$ cat config.mk
export PLATFORM = sky130hd
export DESIGN_NAME = drp_responder
export DESIGN_NICKNAME = d
export VERILOG_FILES = /design/src/rtl/drp_pkg.sv /design/src/rtl/drp_conv_seq.sv /design/src/rtl/drp_responder.sv
export SDC_FILE = /design/constraint.sdc
export NUM_CORES = 1
export LEC_CHECK = 0
export ABC_AREA = 1
export BUFFER_PORTS_ARGS = -buffer_cell sky130_fd_sc_hd__buf_4
export CAP_MARGIN = 20
export CORE_MARGIN = 4
export CORE_UTILIZATION = 58
export DETAILED_ROUTE_END_ITERATION = 8
export PLACE_DENSITY = 0.79
export REMOVE_ABC_BUFFERS = 1
export SLEW_MARGIN = 40
export SYNTH_ARGS = -nofsm -noshare
export SYNTH_HDL_FRONTEND = slang
export SYNTH_SLANG_ARGS = --single-unit
$ cat constraint.sdc
create_clock -name sysclk -period 1.6 [get_ports sysclk]
set_input_delay 0.08 -clock sysclk [delete_from_list [all_inputs] [get_ports sysclk]]
set_output_delay 0.08 -clock sysclk [all_outputs]
set_load 0.03 [all_outputs]
$ cat src/rtl/drp_pkg.sv
// Shared constants and types for the DRP responder: register map, CFG reset values, FSM states.
// No logic; imported by the responder and its conversion sequencer.
package drp_pkg;

  localparam logic [6:0] ADDR_VAUX4  = 7'h14;
  localparam logic [6:0] ADDR_VAUX12 = 7'h1C;
  localparam logic [6:0] ADDR_CFG0   = 7'h40;
  localparam logic [6:0] ADDR_CFG1   = 7'h41;
  localparam logic [6:0] ADDR_CFG2   = 7'h42;

  localparam logic [15:0] CFG0_RST = 16'h0000;
  localparam logic [15:0] CFG1_RST = 16'h0001;
  localparam logic [15:0] CFG2_RST = 16'h0400;

  typedef enum logic [1:0] {
    IDLE = 2'd0,
    WAIT = 2'd1,
    RESP = 2'd2
  } state_t;

endpackage

$ cat src/rtl/drp_conv_seq.sv
// Periodic conversion sequencer: one registered eoc pulse every EOC_PERIOD enabled cycles, alternating VAUX4/VAUX12.
// cap is a combinational one-hot strobe {vaux12, vaux4} aligned with the edge that raises eoc; no backpressure.
module drp_conv_seq
  import drp_pkg::*;
#(
  parameter int unsigned EOC_PERIOD = 100
) (
  input  logic       sysclk,
  input  logic       rstn,
  input  logic       seq_en,
  output logic       eoc,
  output logic [4:0] chan,
  output logic [1:0] cap
);

  localparam int unsigned CW = $clog2(EOC_PERIOD);

  logic [CW-1:0] cnt;
  logic          next_hi;
  logic          wrap;

  assign wrap = seq_en && (cnt == CW'(EOC_PERIOD - 1));
  assign cap  = {wrap & next_hi, wrap & ~next_hi};

  always_ff @(posedge sysclk or negedge rstn) begin
    if (!rstn) begin
      cnt     <= '0;
      next_hi <= 1'b0;
      eoc     <= 1'b0;
      chan    <= '0;
    end else begin
      eoc <= wrap;
      // Disabled sequencer freezes mid-period so re-enabling resumes the same phase.
      if (seq_en) begin
        cnt <= wrap ? '0 : cnt + 1'b1;
      end
      if (wrap) begin
        chan    <= next_hi ? ADDR_VAUX12[4:0] : ADDR_VAUX4[4:0];
        next_hi <= ~next_hi;
      end
    end
  end

endmodule

$ cat src/rtl/drp_responder.sv
// DRP target standing in for the XADC macro: register file, read mux and fixed-latency transaction FSM.
// drdy_out LATENCY cycles after an accepted den_in; den_in while busy is dropped and flagged on err_out.
module drp_responder
  import drp_pkg::*;
#(
  parameter int unsigned LATENCY    = 3,
  parameter int unsigned EOC_PERIOD = 100
) (
  input  logic        sysclk,
  input  logic        rstn,
  input  logic        den_in,
  input  logic        dwe_in,
  input  logic [6:0]  daddr_in,
  input  logic [15:0] di_in,
  output logic [15:0] do_out,
  output logic        drdy_out,
  output logic        busy_out,
  output logic        err_out,
  output logic        eoc_out,
  output logic [4:0]  channel_out,
  input  logic [11:0] vaux4_sample,
  input  logic [11:0] vaux12_sample
);

  state_t      state, state_n;
  logic [3:0]  lat_cnt, lat_cnt_n;
  logic        accept;

  logic        wr_q;
  logic [6:0]  addr_q;
  logic [15:0] wdat_q;
  logic [15:0] rdat_q;
  logic [15:0] rd_mux;

  logic [15:0] cfg0, cfg1, cfg2;
  logic [11:0] res4, res12;
  logic [1:0]  cap;

  drp_conv_seq #(
    .EOC_PERIOD(EOC_PERIOD)
  ) u_seq (
    .sysclk (sysclk),
    .rstn   (rstn),
    .seq_en (cfg1[0]),
    .eoc    (eoc_out),
    .chan   (channel_out),
    .cap    (cap)
  );

  always_comb begin
    rd_mux = '0;
    case (daddr_in)
      ADDR_VAUX4:  rd_mux = {res4, 4'h0};
      ADDR_VAUX12: rd_mux = {res12, 4'h0};
      ADDR_CFG0:   rd_mux = cfg0;
      ADDR_CFG1:   rd_mux = cfg1;
      ADDR_CFG2:   rd_mux = cfg2;
      default:     rd_mux = '0;
    endcase
  end

  always_comb begin
    state_n   = state;
    lat_cnt_n = lat_cnt;
    accept    = 1'b0;
    case (state)
      IDLE: begin
        if (den_in) begin
          accept = 1'b1;
          if (LATENCY == 1) begin
            state_n = RESP;
          end else begin
            state_n   = WAIT;
            lat_cnt_n = 4'(LATENCY - 1);
          end
        end
      end
      WAIT: begin
        lat_cnt_n = lat_cnt - 4'd1;
        if (lat_cnt == 4'd1) begin
          state_n = RESP;
        end
      end
      RESP:    state_n = IDLE;
      default: state_n = IDLE;
    endcase
  end

  always_ff @(posedge sysclk or negedge rstn) begin
    if (!rstn) begin
      state    <= IDLE;
      lat_cnt  <= '0;
      wr_q     <= 1'b0;
      addr_q   <= '0;
      wdat_q   <= '0;
      rdat_q   <= '0;
      do_out   <= '0;
      drdy_out <= 1'b0;
      busy_out <= 1'b0;
      err_out  <= 1'b0;
    end else begin
      state    <= state_n;
      lat_cnt  <= lat_cnt_n;
      drdy_out <= (state_n == RESP);
      busy_out <= (state_n != IDLE);
      err_out  <= den_in && (state != IDLE);
      if (accept) begin
        wr_q   <= dwe_in;
        addr_q <= daddr_in;
        wdat_q <= di_in;
        rdat_q <= rd_mux;
      end
      // With LATENCY=1 the snapshot and RESP entry share an edge, so bypass rdat_q.
      if (state_n == RESP) begin
        do_out <= accept ? rd_mux : rdat_q;
      end
    end
  end

  always_ff @(posedge sysclk or negedge rstn) begin
    if (!rstn) begin
      cfg0  <= CFG0_RST;
      cfg1  <= CFG1_RST;
      cfg2  <= CFG2_RST;
      res4  <= '0;
      res12 <= '0;
    end else begin
      if (state == RESP && wr_q) begin
        case (addr_q)
          ADDR_CFG0: cfg0 <= wdat_q;
          ADDR_CFG1: cfg1 <= wdat_q;
          ADDR_CFG2: cfg2 <= wdat_q;
          default:   ;
        endcase
      end
      if (cap[0]) res4  <= vaux4_sample;
      if (cap[1]) res12 <= vaux12_sample;
    end
  end

endmodule
# ---- Word level (Yosys, flattened, before mapping)
# Cells that the tools add are included.
dict set report totals {
  ff_bits 151
  input_bits 51
  wordCells 60
}
dict set report op_classes {
  add_sub_neg 2
  eq_ne 14
  muxes 11
  bitwise 3
  n_reduce_logical 11
}
# op n
set op_table {}
lappend op_table {{$pmux W16 S5} 1}
lappend op_table {{$eq A7 B7 Y1 const B} 7}
lappend op_table {{$mux W16} 1}
lappend op_table {{$eq A7 B5 Y1 const B} 2}
lappend op_table {{$mux W4} 2}
lappend op_table {{$pmux W4 S2} 1}
lappend op_table {{$reduce_and A2 Y1} 4}
lappend op_table {{$add A7 B1 Y7 const B} 1}
lappend op_table {{$mux W7} 1}
lappend op_table {{$reduce_bool A2 Y1} 3}
lappend op_table {{$eq A2 B2 Y1 const B} 2}
lappend op_table {{$eq A4 B1 Y1 const B} 1}
lappend op_table {{$mux W2} 2}
lappend op_table {{$pmux W2 S2} 1}
lappend op_table {{$sub A4 B1 Y4 const B} 1}
lappend op_table {{$logic_and A1 B1 Y1} 3}
lappend op_table {{$and A1 B1 Y1} 2}
lappend op_table {{$eq A2 B1 Y1 const B} 1}
lappend op_table {{$logic_not A2 Y1} 1}
lappend op_table {{$mux W1} 2}
lappend op_table {{$ne A2 B2 Y1 const B} 1}
lappend op_table {{$not A1 Y1} 1}

# ---- Logic depth before layout (Yosys ltp)
# Gate-level depths: netlist (run 1).
dict set report depth {
  depth_word 4
  depth_mapped 11
  mapped_depth_nobuf 9
}

# ---- By module
# Synthesis (run 1) repeated with hierarchy kept, for this count alone.
dict set report hier_totals {
  hier_cells 733
  area_unflattened_um2 6615.1
}
# module n_inst cells_each area_each_um2 seq_area_each_um2
set by_module_without_submodules {}
lappend by_module_without_submodules {drp_responder 1 666 6053.3 3430.8}
lappend by_module_without_submodules {drp_conv_seq 1 67 561.8 275.3}

# ---- Worst setup path before layout (run 1)
# No wires, ideal clock.
dict set report synth_path {
  path_kind {register to register}
  startpoint {reg cfg1[0]}
  endpoint {reg res4[10]}
  setup_time_ns 0.116
  arrival_ns 1.268
  required_time_ns 1.484
  path_slack_ns 0.216
  stages_incl_launch_ff 9
  synth_period_minus_slack_ns 1.384
  cell_sequence {dfstp_2 -> nand2_2 -> nor3_4 -> nand2_4 -> nor2_4 -> inv_2 -> buf_6 -> nand2_1 -> nand2_1}
}
dict set report synth_between {
  elab_chain_len 2
}
# element line
set synth_lines {}
lappend synth_lines {{start, declared} drp_responder.sv:35} ;# logic [15:0] cfg0, cfg1, cfg2;
lappend synth_lines {{start signal, assigned} drp_responder.sv:131} ;# ADDR_CFG1: cfg1 <= wdat_q;
lappend synth_lines {{$logic_and A1 B1 Y1} drp_conv_seq.sv:22} ;# assign wrap = seq_en && (cnt == CW'(EOC_PERIOD - 1));
lappend synth_lines {{$and A1 B1 Y1} drp_conv_seq.sv:23} ;# assign cap = {wrap & next_hi, wrap & ~next_hi};
lappend synth_lines {{end signal, assigned} drp_responder.sv:136} ;# if (cap[0]) res4 <= vaux4_sample;
lappend synth_lines {{end, declared} drp_responder.sv:36} ;# logic [11:0] res4, res12;
# No other way between the ends.
# A chain may end at the register's enable or synchronous reset.

# ---- Final worst setup path (run 1)
dict set report layout_path {
  startpoint {reg cfg1[0]}
  endpoint {reg res4[7]}
}
# The elaborated chain is that of the path after synthesis.

==> results.json, run 1 <==
{
  "drt_pre_antenna_iters": 6,
  "vias_per_cell": 5.58,
  "max-vdd-ir-drop_mv": 1.19,
  "cp_slowest_stage_delay_ns": 0.59,
  "worst_r2r_startpoint": "cfg1[0]",
  "p_leak_uw": 0.00437,
  "route.antenna.remaining_nets": 0,
  "min_delay_worst_endpoint": "addr_q[3]",
  "globalRouteOverflowTotal": 0,
  "final_min_period_over_clock_period": 1.05,
  "finalHoldViolations": 0,
  "maxCapViolCount": 0,
  "htree_num_levels": 4,
  "cp_slowest_cell": "dfstp_2",
  "vias": 5885,
  "cp_cell_instances": "nand2_4, nor3_4, nand2_4, nor2_4, buf_6, nand2_1, nand2_1",
  "layout.filler_cells": 712,
  "cts_root_buf": "clkbuf_16",
  "synth_top_cells_by_count": "nand2_1, dfrtp_1, nand3_1",
  "cts_tree": "yes",
  "outcome": "finished with violations",
  "antenna_violations_before_repair": 0,
  "synth_seq_area_share": 0.563,
  "ff2ff_path_depth": 7,
  "total_power_uw": 12500,
  "ff2ff_setup_slack_ns": -0.07,
  "synthCells": 766,
  "synthesis.area_per_instance_um2": 8.59,
  "fin_ws_ns": -0.0733,
  "max_slew.worst_pin.slew_ns": 0.574,
  "std_cell_rows": 38,
  "worstPathMaxFanout": 7,
  "avgRoutedWirePerCell_um": 17.0,
  "remaining_drc_errors": 0,
  "critical_path.n_buffers_inverters": 1,
  "place.gp.congestion": 0.850,
  "grt_first_pass_wirelength_um": 29000,
  "synth_edf_count": 0,
  "groute.usage.overall": 0.283,
  "cp_data_arrival_time_ns": 2.03,
  "drt_iter0_markers": 606,
  "regToRegEndpoint": "res4[7]",
  "criticalPathCategory": "register to register",
  "ys.flop_type": "dfrtp_1",
  "floorplan.die.width_um": 115,
  "timing.slew.headroom": 0.617,
  "post-dp-hpwl_um": 10600,
  "core_region_area_um2": 11000,
  "synth_area_leader_cell": "dfrtp_1",
  "cts.sinks": 148,
  "violations": "setup timing",
  "post-synth-top-count-cell": "nand2_1",
  "yosysUniqueCellTypes": 36,
  "numCtsBuffers": 17,
  "clock_latency_ns": 0.42,
  "postLayoutCoreUtil": 0.790,
  "die_height_um": 115,
  "finalMaxSlewViolations": 0,
  "yosysWarningCount": 0,
  "crit_family": "simple AND/OR/NAND/NOR gates",
  "postSynthRegisterBits": 148,
  "ctsLongestPathBuffers": 2,
  "timing.setup.tns_ns": -0.552,
  "post-synth-top-area-fraction": 0.555,
  "num_io_pins": 76,
  "period_minus_slack_ns": 1.67,
  "ys_top_cells_by_area": "dfrtp_1, nand2_1, nand3_1",
  "syn_to_final_growth_pct": 31.8,
  "number_of_i_o_port_buffers": 73,
  "antenna_cells_inserted": 0,
  "cellPowerDensity_nw_per_um2": 1440,
  "synth_area_um2": 6580,
  "first_global_vias": 6107,
  "drt_wl_total_um": 17900,
  "setup.worst_path.start_class": "register",
  "clkTransAtPathRegs_ns": 0.06,
  "worstHoldPathType": "input port to register",
  "synthArstFlopShare": 1.00,
  "dieArea_um2": 13100,
  "min_from": "daddr_in[3]",
  "floorplan.initialDensity": 0.599,
  "setup_viol_count_final": 12,
  "skew_ns": 0.00613,
  "drive_gt1_frac": 0.202,
  "critical_path.endpoint_type": "register",
  "fmax_ghz": 0.598,
  "holdPathStages": 3,
  "grt_setup_unrepaired": "true",
  "crit_required_ns": 1.96,
  "number_of_nets_in_the_final_layout": 956,
  "grt_max_degree": 50
}
[sequential cells by signal, indices dropped and copies added (netlist names)]
| register | cells |
|---|---|
| do_out | 16 |
| u_seq.next_hi | 1 |
| u_seq.eoc | 1 |
| rdat_q | 16 |
| wr_q | 1 |
| u_seq.cnt | 7 |
| err_out | 1 |
| res4 | 12 |
| cfg2 | 16 |
| drdy_out | 1 |
| cfg0 | 16 |
| wdat_q | 16 |
| addr_q | 7 |
| res12 | 12 |
| state | 2 |
| u_seq.chan | 2 |
| busy_out | 1 |
| cfg1 | 16 |
| lat_cnt | 4 |
[cells by family (layout without fill, tap and decap cells)]
family	count (synthesis)	count (layout)	share of synthesized area
AOI/OAI and AO/OA	93	93	0.0759
adders and majority gates	3	3	0.00570
and+or+nand+nor	424	424	0.284
muxes	1	1	0.00152
DFF	148	148	0.563
buffers and inverters	96	244	0.0690
other	1	2	0.000570
[layout by cell type (no fill, tap or decap), drive strengths merged, types with 2 or more instances in the layout]
master	count
buf	106
dlygate4sd3	49
a21boi	12
or2	15
clkinv	5
inv	56
clkbuf	23
ha	3
dfstp	2
conb	2
nand3	106
a21oi	5
o21ai	74
nor2	35
bufinv	5
nor3	5
dfrtp	146
nand2	260
[tightest hold or removal path, delay by kind of cell]
kind            cells  cell delay, ns
compound gates      1            0.16
buf+inv             2            0.15
[metal layers]
| layer | track usage | share of wire | vias up |
|---|---|---|---|
| li1 | - | - | 2717 |
| met1 | 0.350 | 0.39 | 2871 |
| met2 | 0.478 | 0.52 | 254 |
| met3 | 0.0629 | 0.067 | 43 |
| met4 | 0.119 | 0.024 | 0 |
| met5 | 0 | 0 | - |
[worst max path at each step]
stage	end	from	slack (ns)	cells past startpoint
2_1_floorplan	do_out[0]	state[0]	-0.36	8
3_3_place_gp	res12[7]	cfg1[0]	0.10	7
3_5_place_dp	res12[3]	cfg1[0]	-0.04	7
4_1_cts	res4[0]	cfg1[0]	0.007	7
5_1_grt	res4[7]	cfg1[0]	-0.13	7
6_report	res4[7]	cfg1[0]	-0.07	7
[metrics by stage]
step                instance area [µm²]  setup slack (ns)  instances  hold slack, ns
floorplan                          6350            -0.356        728          -0.216
global route                       8670            -0.133       1055          0.0346
detailed placement                 7380           -0.0442        963          0.0589
global placement                   7380             0.103        963          0.0509
CTS                                8540           0.00686       1044          0.0100
finish                             8670           -0.0733       1055          0.0164
[timing repair]
action                     4_1_cts  5_1_grt
hold endpoints to repair       117        0
hold buffers                    49        0
buffers inserted                 0       11
pin swaps                        0        9
resized for setup                3       17
setup endpoints to repair       12       31
[area by class of cell]
type | instances | area, µm² | share of cell area
clock buffer | 23 | 488 | 0.0563
inverter | 57 | 231 | 0.0267
tap | 140 | 175 | 0.0202
clock inverter | 9 | 174 | 0.0201
multi-input combinational | 523 | 2460 | 0.284
timing repair buffer | 155 | 1440 | 0.165
sequential | 148 | 3710 | 0.427
[where the power goes]
| group | switching (µW) | internal (µW) |
|---|---|---|
| clock | 1500 | 2930 |
| combinational | 1960 | 1200 |
| sequential | 382 | 4520 |
No activity file was read; power rests on OpenSTA's default activity.
==> run 2, diff against run 1 <==
--- a/config.mk
+++ b/config.mk
@@ -13,6 +13,7 @@
 export DETAILED_ROUTE_END_ITERATION = 8
 export PLACE_DENSITY = 0.79
 export REMOVE_ABC_BUFFERS = 1
+export SETUP_SLACK_MARGIN = 0.05
 export SLEW_MARGIN = 40
 export SYNTH_ARGS = -nofsm -noshare
 export SYNTH_HDL_FRONTEND = slang
==> run 2 against run 1 <==
  * Largest cell class unchanged
  * Global-route usage rose by 0.31 points
  * Critical path depth did not move
  * Final cell count rose by 1.1%
  * Sequential power barely moved
  * Critical endpoint is now addr_q[2]
  * Routed wire length rose by 10%
  * Largest power group unchanged
  * Register-to-register slack improved by 0.11 ns
  * Fmax rose by 7.0%
  * The run now ends clean
  * Flip-flop and latch count did not move
==> results.json, run 2 (synthesized netlist as in run 1, its figures left out) <==
{
  "cts.sinks": 148,
  "dieArea_um2": 13100,
  "grt_first_pass_wirelength_um": 29300,
  "sequential_share_of_power": 0.382,
  "antenna_cells_inserted": 0,
  "syn_to_final_growth_pct": 36.2,
  "regToRegEndpoint": "addr_q[2]",
  "post-dp-hpwl_um": 10600,
  "grt_max_degree": 50,
  "drive_gt1_frac": 0.232,
  "min_from": "daddr_in[3]",
  "drt_wl_total_um": 19700,
  "vias_per_cell": 5.75,
  "period_minus_slack_ns": 1.56,
  "cts_tree": "yes",
  "std_cell_rows": 38,
  "drt_iter0_markers": 621,
  "num_io_pins": 76,
  "floorplan.die.width_um": 115,
  "cp_slowest_stage_delay_ns": 0.38,
  "htree_num_levels": 4,
  "place.gp.congestion": 0.850,
  "globalRouteOverflowTotal": 0,
  "drt_pre_antenna_iters": 6,
  "p_leak_uw": 0.00449,
  "ff2ff_path_depth": 7,
  "final.hold.worst_slack_ns": 0.0145,
  "fmax_ghz": 0.639,
  "antenna_violations_before_repair": 0,
  "floorplan.initialDensity": 0.599,
  "max-vdd-ir-drop_mv": 1.14,
  "postPlaceCellArea_um2": 7380,
  "first_global_vias": 6149,
  "clkPwrFrac": 0.345,
  "vias": 6130,
  "setup.worst_path.start_class": "register",
  "critical_path.n_buffers_inverters": 4,
  "layout.cells.most_common": "nand2_1",
  "layout_common_cells": "nand2_1, dfrtp_1, nand3_1",
  "final_min_period_over_clock_period": 0.978,
  "clkTransAtPathRegs_ns": 0.06,
  "worst_r2r_startpoint": "state[0]",
  "finalHoldViolations": 0,
  "die_height_um": 115,
  "cp_data_arrival_time_ns": 1.87,
  "pwr-share-comb": 0.273,
  "number_of_nets_in_the_final_layout": 968,
  "clock_latency_ns": 0.41,
  "maxCapViolCount": 0,
  "cp_cell_instances": "inv_2, nand2_2, nor2_4, buf_4, clkinvlp_4, buf_6, o21ai_0",
  "worstHoldPathType": "input port to register",
  "outcome": "complete, no violations",
  "crit_family": "buffers and inverters",
  "finalMaxSlewViolations": 0,
  "min_delay_worst_endpoint": "addr_q[3]",
  "power.switching_fraction": 0.313,
  "skew_ns": 0.00489,
  "remaining_drc_errors": 0,
  "route.antenna.remaining_nets": 0,
  "worstPathMaxFanout": 7,
  "core_region_area_um2": 11000,
  "crit_required_ns": 1.91,
  "critical_path.endpoint_type": "register",
  "groute.usage.overall": 0.286,
  "ctsLongestPathBuffers": 2,
  "cellPowerDensity_nw_per_um2": 1440,
  "stdcell_area_um2": 8960,
  "cts_root_buf": "clkbuf_16",
  "setup_viol_count_final": 0,
  "ff2ff_setup_slack_ns": 0.04,
  "avgRoutedWirePerCell_um": 18.5,
  "grt_setup_unrepaired": "true",
  "switchingPower_uw": 4030,
  "placed_cells": 963,
  "number_of_i_o_port_buffers": 73,
  "holdPathStages": 3,
  "cp_slowest_cell": "dfrtp_1",
  "p_int_uw": 8840,
  "criticalPathCategory": "register to register",
  "stdcell_count": 1067,
  "total_power_uw": 12900,
  "numCtsBuffers": 17
}
-- run 2: what timing repair did --
item,CTS,global route
setup endpoints to repair,25,49
gates resized for setup,11,41
hold buffers,49,0
endpoints found under the hold margin,117,0
buffers inserted,3,11
cloned,1,8
pin swaps,3,15
-- run 2: final cells by class --
type | instances | area [µm²]
clock inverters | 9 | 174
fillers | 642 | 2020
well taps | 140 | 175
repair buffers | 165 | 1640
inverters | 57 | 235
repair inverters | 1 | 7.51
multi-input cells | 524 | 2540
clock buffers | 23 | 488
flip-flops and latches | 148 | 3710
-- run 2: worst max-delay path by stage --
stage               startpoint         to  slack [ns]  cells after the start
global route          state[1]  addr_q[2]       -0.08                      7
global placement       cfg1[0]   res12[7]        0.10                      7
CTS                    cfg1[0]    res4[7]        0.02                      7
finish                state[0]  addr_q[2]        0.04                      7
floorplan             state[0]  do_out[0]       -0.36                      8
detailed placement     cfg1[0]   res12[3]       -0.04                      7
-- run 2: worst min-delay path, delay by kind of cell --
| kind | cells | cell delay, ns |
|---|---|---|
| AO/OA/AOI/OAI | 1 | 0.16 |
| buffers and inverters | 2 | 0.15 |
-- run 2: per-stage QoR --
step                      utilization  worst slack, ns  setup TNS [ns]
after global placement          0.672            0.103               0
after CTS                       0.783           0.0179               0
after global routing            0.816          -0.0816          -0.233
after floorplan                     -           -0.356           -9.02
after detailed placement        0.672          -0.0442          -0.324
final                           0.816           0.0357               0
-- run 2: power groups by stage --
stage | Sequential [µW] | Combinational (µW) | Clock (µW)
final | 4910 | 3510 | 4440
after global routing | 4970 | 3820 | 4640
after CTS | 4880 | 3150 | 4460
after detailed placement | 4940 | 3000 | 0
after global placement | 4900 | 2860 | 0
after floorplan | 5270 | 1480 | 0
-- run 2: metal layers --
metal	up-vias	GRT usage	wire [µm]
met1	2959	0.352	7340
met3	73	0.0634	1710
met2	350	0.487	9950
met5	-	0	0
met4	0	0.120	721
li1	2748	-	-
